===== src/rtl/spi_master_tx.sv =====
// SPI mode-0 master: serialises one DATA_W word per transfer MSB-first on mosi, samples miso into rx_data.
// Latency: CS_SETUP + 2*CLK_DIV*DATA_W + CS_HOLD cycles from accept to rx_valid, then one GAP cycle.
// Backpressure: tx_ready is high only in IDLE; a source must hold tx_valid/tx_data until accepted.
//
// Ports:
//   wr_clk, wr_rst_n      system clock, asynchronous active-low reset
//   tx_data/valid/ready   parallel word in, valid/ready handshake
//   rx_data/rx_valid      word sampled from miso, one-cycle valid pulse at end of transfer
//   busy                  high whenever the FSM is not in IDLE
//   sclk, cs_n, mosi      registered SPI outputs (sclk idles low)
//   miso                  SPI data in, assumed synchronous to wr_clk
module spi_master_tx #(
    parameter int DATA_W   = 8,
    parameter int CLK_DIV  = 2,
    parameter int CS_SETUP = 2,
    parameter int CS_HOLD  = 2
) (
    input  logic              wr_clk,
    input  logic              wr_rst_n,
    input  logic [DATA_W-1:0] tx_data,
    input  logic              tx_valid,
    output logic              tx_ready,
    output logic [DATA_W-1:0] rx_data,
    output logic              rx_valid,
    output logic              busy,
    output logic              sclk,
    output logic              cs_n,
    output logic              mosi,
    input  logic              miso
);

    typedef enum logic [2:0] {IDLE, SETUP, SHIFT, HOLD, GAP} state_t;

    localparam int CNT_W = 16;
    localparam int BIT_W = $clog2(DATA_W) + 1;

    localparam logic [CNT_W-1:0] SETUP_LAST = CNT_W'(CS_SETUP - 1);
    localparam logic [CNT_W-1:0] HALF_LAST  = CNT_W'(CLK_DIV - 1);
    localparam logic [CNT_W-1:0] HOLD_LAST  = CNT_W'(CS_HOLD - 1);
    localparam logic [BIT_W-1:0] BIT_LAST   = BIT_W'(DATA_W - 1);

    state_t            state, state_nxt;
    logic [CNT_W-1:0]  cnt;       // setup / half-period / hold counter, cleared on every phase change
    logic [BIT_W-1:0]  bit_cnt;   // falling edges seen so far in SHIFT
    logic [DATA_W-1:0] tx_shift;
    logic [DATA_W-1:0] rx_shift;
    logic              half_done;
    logic              last_bit;

    assign half_done = (cnt == HALF_LAST);
    assign last_bit  = (bit_cnt == BIT_LAST);

    // State register
    always_ff @(posedge wr_clk or negedge wr_rst_n) begin
        if (!wr_rst_n) begin
            state <= IDLE;
        end else begin
            state <= state_nxt;
        end
    end

    // Next-state logic
    always_comb begin
        state_nxt = state;
        case (state)
            IDLE: begin
                // With zero setup time the first half-period starts straight after accept.
                if (tx_valid) state_nxt = (CS_SETUP == 0) ? SHIFT : SETUP;
            end
            SETUP: begin
                if (cnt == SETUP_LAST) state_nxt = SHIFT;
            end
            SHIFT: begin
                // Leave on the DATA_W-th falling edge (sclk currently high, about to drop).
                if (half_done && sclk && last_bit) state_nxt = HOLD;
            end
            HOLD: begin
                if (cnt == HOLD_LAST) state_nxt = GAP;
            end
            GAP: begin
                state_nxt = IDLE;
            end
            default: state_nxt = IDLE;
        endcase
    end

    // Combinational status outputs
    always_comb begin
        tx_ready = (state == IDLE);
        busy     = (state != IDLE);
    end

    // Registered datapath and SPI outputs
    always_ff @(posedge wr_clk or negedge wr_rst_n) begin
        if (!wr_rst_n) begin
            cnt      <= '0;
            bit_cnt  <= '0;
            tx_shift <= '0;
            rx_shift <= '0;
            rx_data  <= '0;
            rx_valid <= 1'b0;
            sclk     <= 1'b0;
            cs_n     <= 1'b1;
            mosi     <= 1'b0;
        end else begin
            rx_valid <= 1'b0;
            case (state)
                IDLE: begin
                    cnt     <= '0;
                    bit_cnt <= '0;
                    sclk    <= 1'b0;
                    if (tx_valid) begin
                        tx_shift <= tx_data;
                        mosi     <= tx_data[DATA_W-1];
                        cs_n     <= 1'b0;
                    end
                end
                SETUP: begin
                    cnt <= (cnt == SETUP_LAST) ? '0 : cnt + CNT_W'(1);
                end
                SHIFT: begin
                    if (half_done) begin
                        cnt  <= '0;
                        sclk <= ~sclk;
                        if (!sclk) begin
                            // Rising edge: first sampled bit ends up in the MSB.
                            rx_shift <= {rx_shift[DATA_W-2:0], miso};
                        end else if (!last_bit) begin
                            // Falling edge: present the next lower bit. The final
                            // falling edge leaves mosi untouched.
                            bit_cnt  <= bit_cnt + BIT_W'(1);
                            tx_shift <= tx_shift << 1;
                            mosi     <= tx_shift[DATA_W-2];
                        end
                    end else begin
                        cnt <= cnt + CNT_W'(1);
                    end
                end
                HOLD: begin
                    if (cnt == HOLD_LAST) begin
                        cnt      <= '0;
                        cs_n     <= 1'b1;
                        mosi     <= 1'b0;
                        rx_data  <= rx_shift;
                        rx_valid <= 1'b1;
                    end else begin
                        cnt <= cnt + CNT_W'(1);
                    end
                end
                GAP: begin
                    cnt <= '0;
                end
                default: begin
                    cnt <= '0;
                end
            endcase
        end
    end

endmodule


===== config.mk =====
export PLATFORM = sky130hd
export DESIGN_NAME = spi_master_tx
export DESIGN_NICKNAME = d
export VERILOG_FILES = /design/src/rtl/spi_master_tx.sv
export SDC_FILE = /design/constraint.sdc
export NUM_CORES = 1
export LEC_CHECK = 0
export CORE_MARGIN = 4
export CORE_UTILIZATION = 55
export DETAILED_ROUTE_END_ITERATION = 10
export DONT_BUFFER_PORTS = 1
export GPL_ROUTABILITY_DRIVEN = 0
export MAX_ROUTING_LAYER = met4
export PLACE_DENSITY = 0.73
export SETUP_SLACK_MARGIN = 0.4
export SYNTH_ARGS = -nofsm -noshare
export SYNTH_HDL_FRONTEND = slang
export SYNTH_SLANG_ARGS = --single-unit

===== constraint.sdc =====
create_clock -name wr_clk -period 1.7 [get_ports wr_clk]
set_input_delay 0.34 -clock wr_clk [delete_from_list [all_inputs] [get_ports wr_clk]]
set_output_delay 0.34 -clock wr_clk [all_outputs]
set_load 0.05 [all_outputs]

# After elaboration in Yosys (flattened, before gate mapping)
# Cells that the tools add are included.
# W data, S select, Z words.
[classes]
bitwise = 1
n_eq_ne = 12
addsub = 2
n_mux = 29
reduce_logical = 16
[ops]
columns = ["op", "count"]
rows = [
  ["$mux W16", 2],
  ["$mux W7", 4],
  ["$add A16 B1 Y16 const B", 1],
  ["$eq A16 B1 Y1 const B", 1],
  ["$ne A2 B2 Y1 const B", 7],
  ["$pmux W7 S2", 1],
  ["$mux W3", 4],
  ["$mux W4", 3],
  ["$pmux W3 S4", 1],
  ["$mux W1", 10],
  ["$pmux W4 S2", 1],
  ["$reduce_and A4 Y1", 2],
  ["$eq A3 B2 Y1 const B", 2],
  ["$reduce_and A3 Y1", 2],
  ["$reduce_and A6 Y1", 1],
  ["$reduce_bool A3 Y1", 2],
  ["$reduce_and A5 Y1", 1],
  ["$add A4 B1 Y4 const B", 1],
  ["$eq A4 B3 Y1 const B", 1],
  ["$pmux W1 S2", 2],
  ["$reduce_and A2 Y1", 2],
  ["$reduce_bool A2 Y1", 2],
  ["$eq A3 B1 Y1 const B", 1],
  ["$logic_not A3 Y1", 1],
  ["other kinds (4)", 5],
]
[word_totals]
inputBits = 12
regBits = 50

# Logic depth before layout (Yosys ltp)
# Gate-level depths: netlist of run 1.
[logic_depth]
depth_word = 5
depth_mapped = 8

# Worst setup path after synthesis of run 1
# OpenSTA, ideal clock, no wires.
[synth_timing]
path_kind = "reg-to-reg"
startpoint = "reg state[2]"
endpoint = "reg bit_cnt[0]"
setup_time_ps = 126
setup_slack_ps = -288
synth_period_minus_slack_ps = 1988
required_time_ps = 1574
t_arrival_ps = 1862
path_stages_with_launch = 7
path_cell_list = "dfrtp_1 -> clkbuf_1 -> nor2_1 -> nand2_1 -> inv_1 -> a31oi_1 -> a221o_1"
[synth_via]
elab_chain_cells = 3
word_cells_on_any_way = 8
classes_between = "4 x eq/ne; 1 x mux; 3 x reduce/logical"
[synth_rtl]
columns = ["element", "line", "source"]
rows = [
  ["from (decl)", "42", "state_t state, state_nxt;"],
  ["from (signal assigned)", "58", "state <= state_nxt;"],
  ["$logic_not A3 Y1 (*)", "-", ""],
  ["named net tx_ready", "22", "output logic tx_ready,"],
  ["$reduce_bool A2 Y1 (no line)", "-", ""],
  ["$reduce_and A4 Y1 (no line)", "-", ""],
  ["to (signal assigned)", "131", "bit_cnt <= bit_cnt + BIT_W'(1);"],
  ["to (decl)", "44", "logic [BIT_W-1:0] bit_cnt;"],
]
# Mark *: on every way through the listed nets, which the timed path passes. The rest lies on a longest branch.
# A chain may end at the register's enable or synchronous reset.

# Worst setup path after layout of run 1
[layout_timing]
startpoint = "reg cnt[1]"
endpoint = "reg rx_shift[7]"
[layout_via]
elab_chain_cells = 2
[layout_rtl]
columns = ["element", "line", "source"]
rows = [
  ["from (decl)", "43", "logic [CNT_W-1:0] cnt;"],
  ["from (signal assigned)", "119", "cnt <= (cnt == SETUP_LAST) ? '0 : cnt + CNT_W'(1);"],
  ["from (signal assigned)", "136", "cnt <= cnt + CNT_W'(1);"],
  ["from (signal assigned)", "147", "cnt <= cnt + CNT_W'(1);"],
  ["$eq A16 B1 Y1", "50", "assign half_done = (cnt == HALF_LAST);"],
  ["$reduce_and A3 Y1 (no line)", "-", ""],
  ["to (signal assigned)", "127", "rx_shift <= {rx_shift[DATA_W-2:0], miso};"],
  ["to (decl)", "46", "logic [DATA_W-1:0] rx_shift;"],
]
# Every way passes these cells.

==> results.yml, run 1 <==
clock_tree:
  cts_tree: "yes"
  clock_sinks: 50
  numCtsBuffers: 5
  path_clk_slew_ps: 110
  insertion_delay_ps: 330
  h-tree-depth: 2
  ctsRootBufferMaster: "clkbuf_8"
  clockBufferDepth: 2
power_and_ir_drop:
  pwr-share-seq: 0.341
  power.share.clock: 0.132
  p_per_area_nw_per_um2: 1647
  ir_drop_mv: 1.169
  internal_power_mw: 3.451
  p_leak_nw: 1.524
  swShare: 0.4070
  power_frac_comb: 0.527
  p_switching_mw: 2.369
  finalPower_mw: 5.820
route:
  drt_iter0_markers: 122
  drc: 0
  wire_per_inst_um: 20.74
  drt_first_pass_iters: 4
  num_vias: 2052
  routed_wl_mm: 6.823
  postRouteAntennaNets: 0
  vias_per_cell: 6.237
worst_setup_path:
  crit_chain: "inv_1, ha_1, nor3b_4, nand4_1, buf_6, nor3_4, buf_12, mux2_2"
  critPathSlowestCell: "dfrtp_1"
  r2r_slack_ps: -180
  crit_type: "reg -> reg"
  path_depth: 8
  worst_r2r_endpoint: "rx_shift[7]"
  path_buf_inv: 3
  r2r_cells: 8
  critPathMaxFanout: 9
  critPathRequiredTime_ps: 1910
  cp.arrival_ps: 2090
  start_kind: "flop"
  worstSetupEndpointType: "flop"
  path_delay_family: "simple AND/OR/NAND/NOR gates"
  timing.rr.start: "cnt[1]"
  slowest_delay_ps: 410
synthesis:
  synth.area.top_cells: "dfrtp_1 52%, mux2_2 7.6%, o221a_2 2.8%, nor2_1 2.5%, xor2_1 2.2%"
  syn_nets: 224
  yosys.area.top_type: "dfrtp_1"
  synth_top_area_frac: 0.5163
  synthCells: 209
  synthFlopType: "dfrtp_1"
  async_reset_ff_frac: 1.000
  seq_area_frac_synth: 0.5274
  yosysWarningCount: 0
  ys_seq_elements: 50
  syn_area_per_cell_um2: 11.36
  synth_edf_count: 0
  yosysUniqueCellTypes: 50
  synth.cell_area_um2: 2375
sta:
  rsz0062_at_grt: "yes"
  timing.hold.ws_ps: -305.3
  max_freq_mhz: 532.0
  min_period_ps: 1880
  fin_crit_sh: 1.106
  setup_viol: 36
  setup_ws_ps: -179.8
  final_max_slew_viol_count: 0
  slew_headroom: 0.7186
  hold_violations: 50
  worstMarginPinSlew_ps: 419.2
  finClkSkew_ps: 11.21
  final.setup.tns_ps: -3547
finish:
  drive_above_1_share: 0.5986
  syn_to_final_growth_pct: 48.79
  nets: 293
  final_cell_mix: "46 x buf_4, 36 x dfrtp_1, 16 x buf_6"
  final.fill_count: 192
  fin_area_um2: 3533
  mostFrequentLayoutCell: "buf_4"
  finalNonFillerCells: 329
  antenna_cells: 0
  postLayoutCoreUtil: 0.8647
min_path:
  min_path_type: "in -> async"
global_routing:
  antenna_found_initial: 0
  grt_usage: 0.2760
  grt_pass1_vias: 2176
  grt_pass1_wl_mm: 10.81
  grt_start_max_net_pins: 51
  grt-ovfl-total: 0
placed_design:
  dpl.hpwl_mm: 3.823
  dpl_worst_slack_ps: -211.7
  io_buffers: 0
  dpl_cell_area_um2: 2898
  placedCellCount: 293
flow_run:
  maxCapViolations: 0
die:
  placementRows: 23
  num_io_pins: 26
  die_x_um: 73.71
  die_area_um2: 5433
  start_util: 0.5811
  core_area_um2: 4086
  die_h_um: 73.71
status:
  status: "finished, violations left"
  failed_checks: "negative hold slack, negative setup slack"
## cells by family after synthesis
logic type / Yosys count / share of synthesized area
flip-flops: 50 / 0.5274
buffers and inverters: 14 / 0.03003
multiplexers: 16 / 0.07587
adder cells (fa/ha/maj): 3 / 0.01581
XOR/XNOR: 10 / 0.03688
AO/OA/AOI/OAI: 34 / 0.1212
AND/OR/NAND/NOR: 82 / 0.1928
## cell usage after synthesis (4+ instances only)
cell	n
nand2b_1	6
mux2_2	16
dfrtp_1	49
xnor2_1	4
or3_1	4
a21oi_1	5
nand3_1	10
inv_1	6
o221a_2	6
and3_1	6
nor2_1	16
xor2_1	6
nor4_1	5
nand2_1	11
nand4_1	5
## layer usage
layer | global-route usage | part of all wire | vias to the layer above
li1 | - | - | 911
met1 | 0.3124 | 0.39 | 1037
met2 | 0.4685 | 0.53 | 77
met3 | 0.05472 | 0.047 | 27
met4 | 0.1247 | 0.032 | 0
met5 | - | 0 | -
## layout make-up
cell class / instances / area, µm² / share of cell area
tap: 50 / 62.56 / 0.01771
clock buffer: 5 / 68.82 / 0.01948
clock inverter: 3 / 28.78 / 0.008144
inverter: 6 / 26.28 / 0.007436
sequential: 50 / 1269 / 0.3591
timing repair buffer: 69 / 658.1 / 0.1863
multi-input combinational: 146 / 1420 / 0.4019
## registers in the layout, indices dropped and copies added, names as in the netlist
name,flops
tx_shift,7
rx_data,8
rx_valid,1
state,3
mosi,1
rx_shift,8
cnt,16
sclk,1
bit_cnt,4
cs_n,1
## worst max-delay path by stage
stage	from	end	slack, ps
6_report	cnt[1]	rx_shift[7]	-180
5_1_grt	cnt[1]	rx_shift[7]	-280
4_1_cts	cnt[15]	rx_shift[5]	-140
3_5_place_dp	cnt[15]	bit_cnt[3]	-210
3_3_place_gp	cnt[15]	bit_cnt[3]	-170
2_1_floorplan	cnt[3]	rx_data[0]	-80
## power by group through the flow
stage | clock network, mW | logic (mW) | registers, mW
floorplan | 0 | 1.38 | 1.93
global placement | 0 | 1.86 | 1.96
detailed placement | 0 | 1.93 | 1.98
CTS | 0.760 | 2.72 | 1.97
global route | 0.831 | 3.22 | 2.02
finish | 0.767 | 3.07 | 1.98
## repair_timing
| action | 4_1_cts | 5_1_grt |
|---|---|---|
| resized for setup | 60 | 21 |
| gates cloned | 2 | 0 |
| pin swaps | 11 | 9 |
| endpoints found under the setup margin | 64 | 61 |
| setup buffers | 18 | 8 |
| endpoints found under the hold margin | 50 | 50 |
(Power assumes the default switching activity.)
==> inputs of run 2 (changes only) <==
Settings changed: CORE_ASPECT_RATIO set to 1.25.
==> results.yml, run 2 (same netlist as run 1, synthesis figures left out) <==
status:
  status: "finished, violations left"
  failed_checks: "negative hold slack, negative setup slack"
min_path:
  min_path_type: "in -> async"
sta:
  worstMarginPinSlew_ps: 450.8
  finClkSkew_ps: 6.959
  hold_violations: 50
  fin_crit_sh: 1.156
  setup_viol: 50
  min_period_ps: 1965
  timing.hold.ws_ps: -285.7
  max_freq_mhz: 508.9
  slew_headroom: 0.6917
  rsz0062_at_grt: "yes"
  setup_ws_ps: -265.1
  final_max_slew_viol_count: 0
  final.setup.tns_ps: -8065
placed_design:
  placedCellCount: 297
  dpl.hpwl_mm: 3.892
  io_buffers: 0
  dpl_cell_area_um2: 2890
finish:
  mostFrequentLayoutCell: "dfrtp_1"
  top_register: "cnt"
  largest_registers: "cnt x16, rx_data x8, rx_shift x8"
  nets: 276
  fin_area_um2: 3456
  syn_to_final_growth_pct: 45.52
  largest_reg_flops: 16
  finalNonFillerCells: 318
  antenna_cells: 0
  drive_above_1_share: 0.5573
  final.fill_count: 218
  final_cell_mix: "39 x dfrtp_1, 38 x buf_4, 16 x mux2_4"
clock_tree:
  ctsRootBufferMaster: "clkbuf_8"
  numCtsBuffers: 5
  insertion_delay_ps: 310
  h-tree-depth: 2
  cts_tree: "yes"
  clock_sinks: 50
  path_clk_slew_ps: 90
  clockBufferDepth: 2
worst_setup_path:
  critPathRequiredTime_ps: 1950
  crit_end: "tx_shift[2]"
  crit_chain: "inv_1, ha_2, nor3b_4, nand4_1, buf_6, buf_4, o31ai_4, buf_12, o221a_4"
  start_kind: "flop"
  crit_type: "reg -> reg"
  critPathMaxFanout: 7
  worstSetupEndpointType: "flop"
  slowest_delay_ps: 390
  path_buf_inv: 4
  r2r_cells: 9
  cp-startpoint: "cnt[1]"
  path_depth: 9
  cp.arrival_ps: 2220
  worst_r2r_endpoint: "tx_shift[2]"
  path_delay_family: "buffers and inverters"
  r2r_slack_ps: -270
  timing.rr.start: "cnt[1]"
  critPathSlowestCell: "dfrtp_1"
flow_run:
  maxCapViolations: 0
die:
  die_x_um: 66.77
  start_util: 0.5748
  die_area_um2: 5439
  placementRows: 26
  num_io_pins: 26
  die_h_um: 81.47
  core_area_um2: 4131
global_routing:
  antenna_found_initial: 0
  grt_pass1_wl_mm: 10.25
  grt_usage: 0.2632
  top_usage_layer: "met2"
  use_met3: 0.05062
  use_met1: 0.2914
  met2_usage: 0.4692
  grt_start_max_net_pins: 51
  grt-ovfl-total: 0
  grt_pass1_vias: 2050
route:
  drt_first_pass_iters: 4
  wire_per_inst_um: 21.08
  num_vias: 1952
  routed_wl_mm: 6.705
  drt_iter0_markers: 133
  postRouteAntennaNets: 0
  vias_per_cell: 6.138
  drc: 0
power_and_ir_drop:
  p_leak_nw: 1.441
  finalPower_mw: 5.818
  p_per_area_nw_per_um2: 1684
  ir_drop_mv: 1.148
==> run 2: cell types whose count changed in the layout (fill, tap and decap cells not counted), moves of 6 or more <==
| cell | before | now |
|---|---|---|
| nor2_4 | 1 | 13 |
| buf_6 | 16 | 10 |
| nor2_2 | 11 | 0 |
| buf_4 | 46 | 38 |
| mux2_2 | 7 | 0 |
| mux2_4 | 9 | 16 |
==> run 2: metrics by stage <==
step	util	hold WS [ps]	setup WS (ps)
after floorplan	-	44.41	-84.36
after global placement	0.6996	45.46	-162.5
after detailed placement	0.6996	45.53	-201.0
after CTS	0.8004	-286.2	-168.6
after global routing	0.8365	-306.2	-348.8
final	0.8365	-285.7	-265.1
==> run 2: layout make-up <==
| type | instances | area [µm²] | area share |
|---|---|---|---|
| inverter | 6 | 26.28 | 0.007603 |
| clock buffer | 5 | 68.82 | 0.01991 |
| clock inverter | 3 | 68.82 | 0.01991 |
| tap | 56 | 70.07 | 0.02028 |
| sequential | 50 | 1265 | 0.3660 |
| timing repair buffer | 52 | 485.5 | 0.1405 |
| multi-input combinational | 146 | 1471 | 0.4258 |
==> run 2: where the power goes <==
group | internal, mW | switching [mW]
Clock | 0.589 | 0.396
Sequential | 1.48 | 0.499
Combinational | 1.42 | 1.43
==> run 2: repair_timing <==
action	CTS	global route
setup endpoints to repair	59	59
setup buffers	8	3
endpoints found under the hold margin	50	50
gates resized for setup	45	34
cloned	2	0
pin swaps	5	11
==> run 2: worst min path at each step <==
stage                             end  slack, ps  cells after the start
after floorplan            bit_cnt[0]         40                      0
after global routing      tx_shift[4]       -310                      0
final                        state[0]       -290                      0
after detailed placement   bit_cnt[2]         50                      0
after global placement     bit_cnt[2]         50                      0
after CTS                 tx_shift[4]       -290                      0
==> run 2: layer usage <==
layer	up-vias	routed length (µm)
met1	989	2458
met2	64	3708
met3	22	306
li1	877	-
met5	-	0
met4	0	231
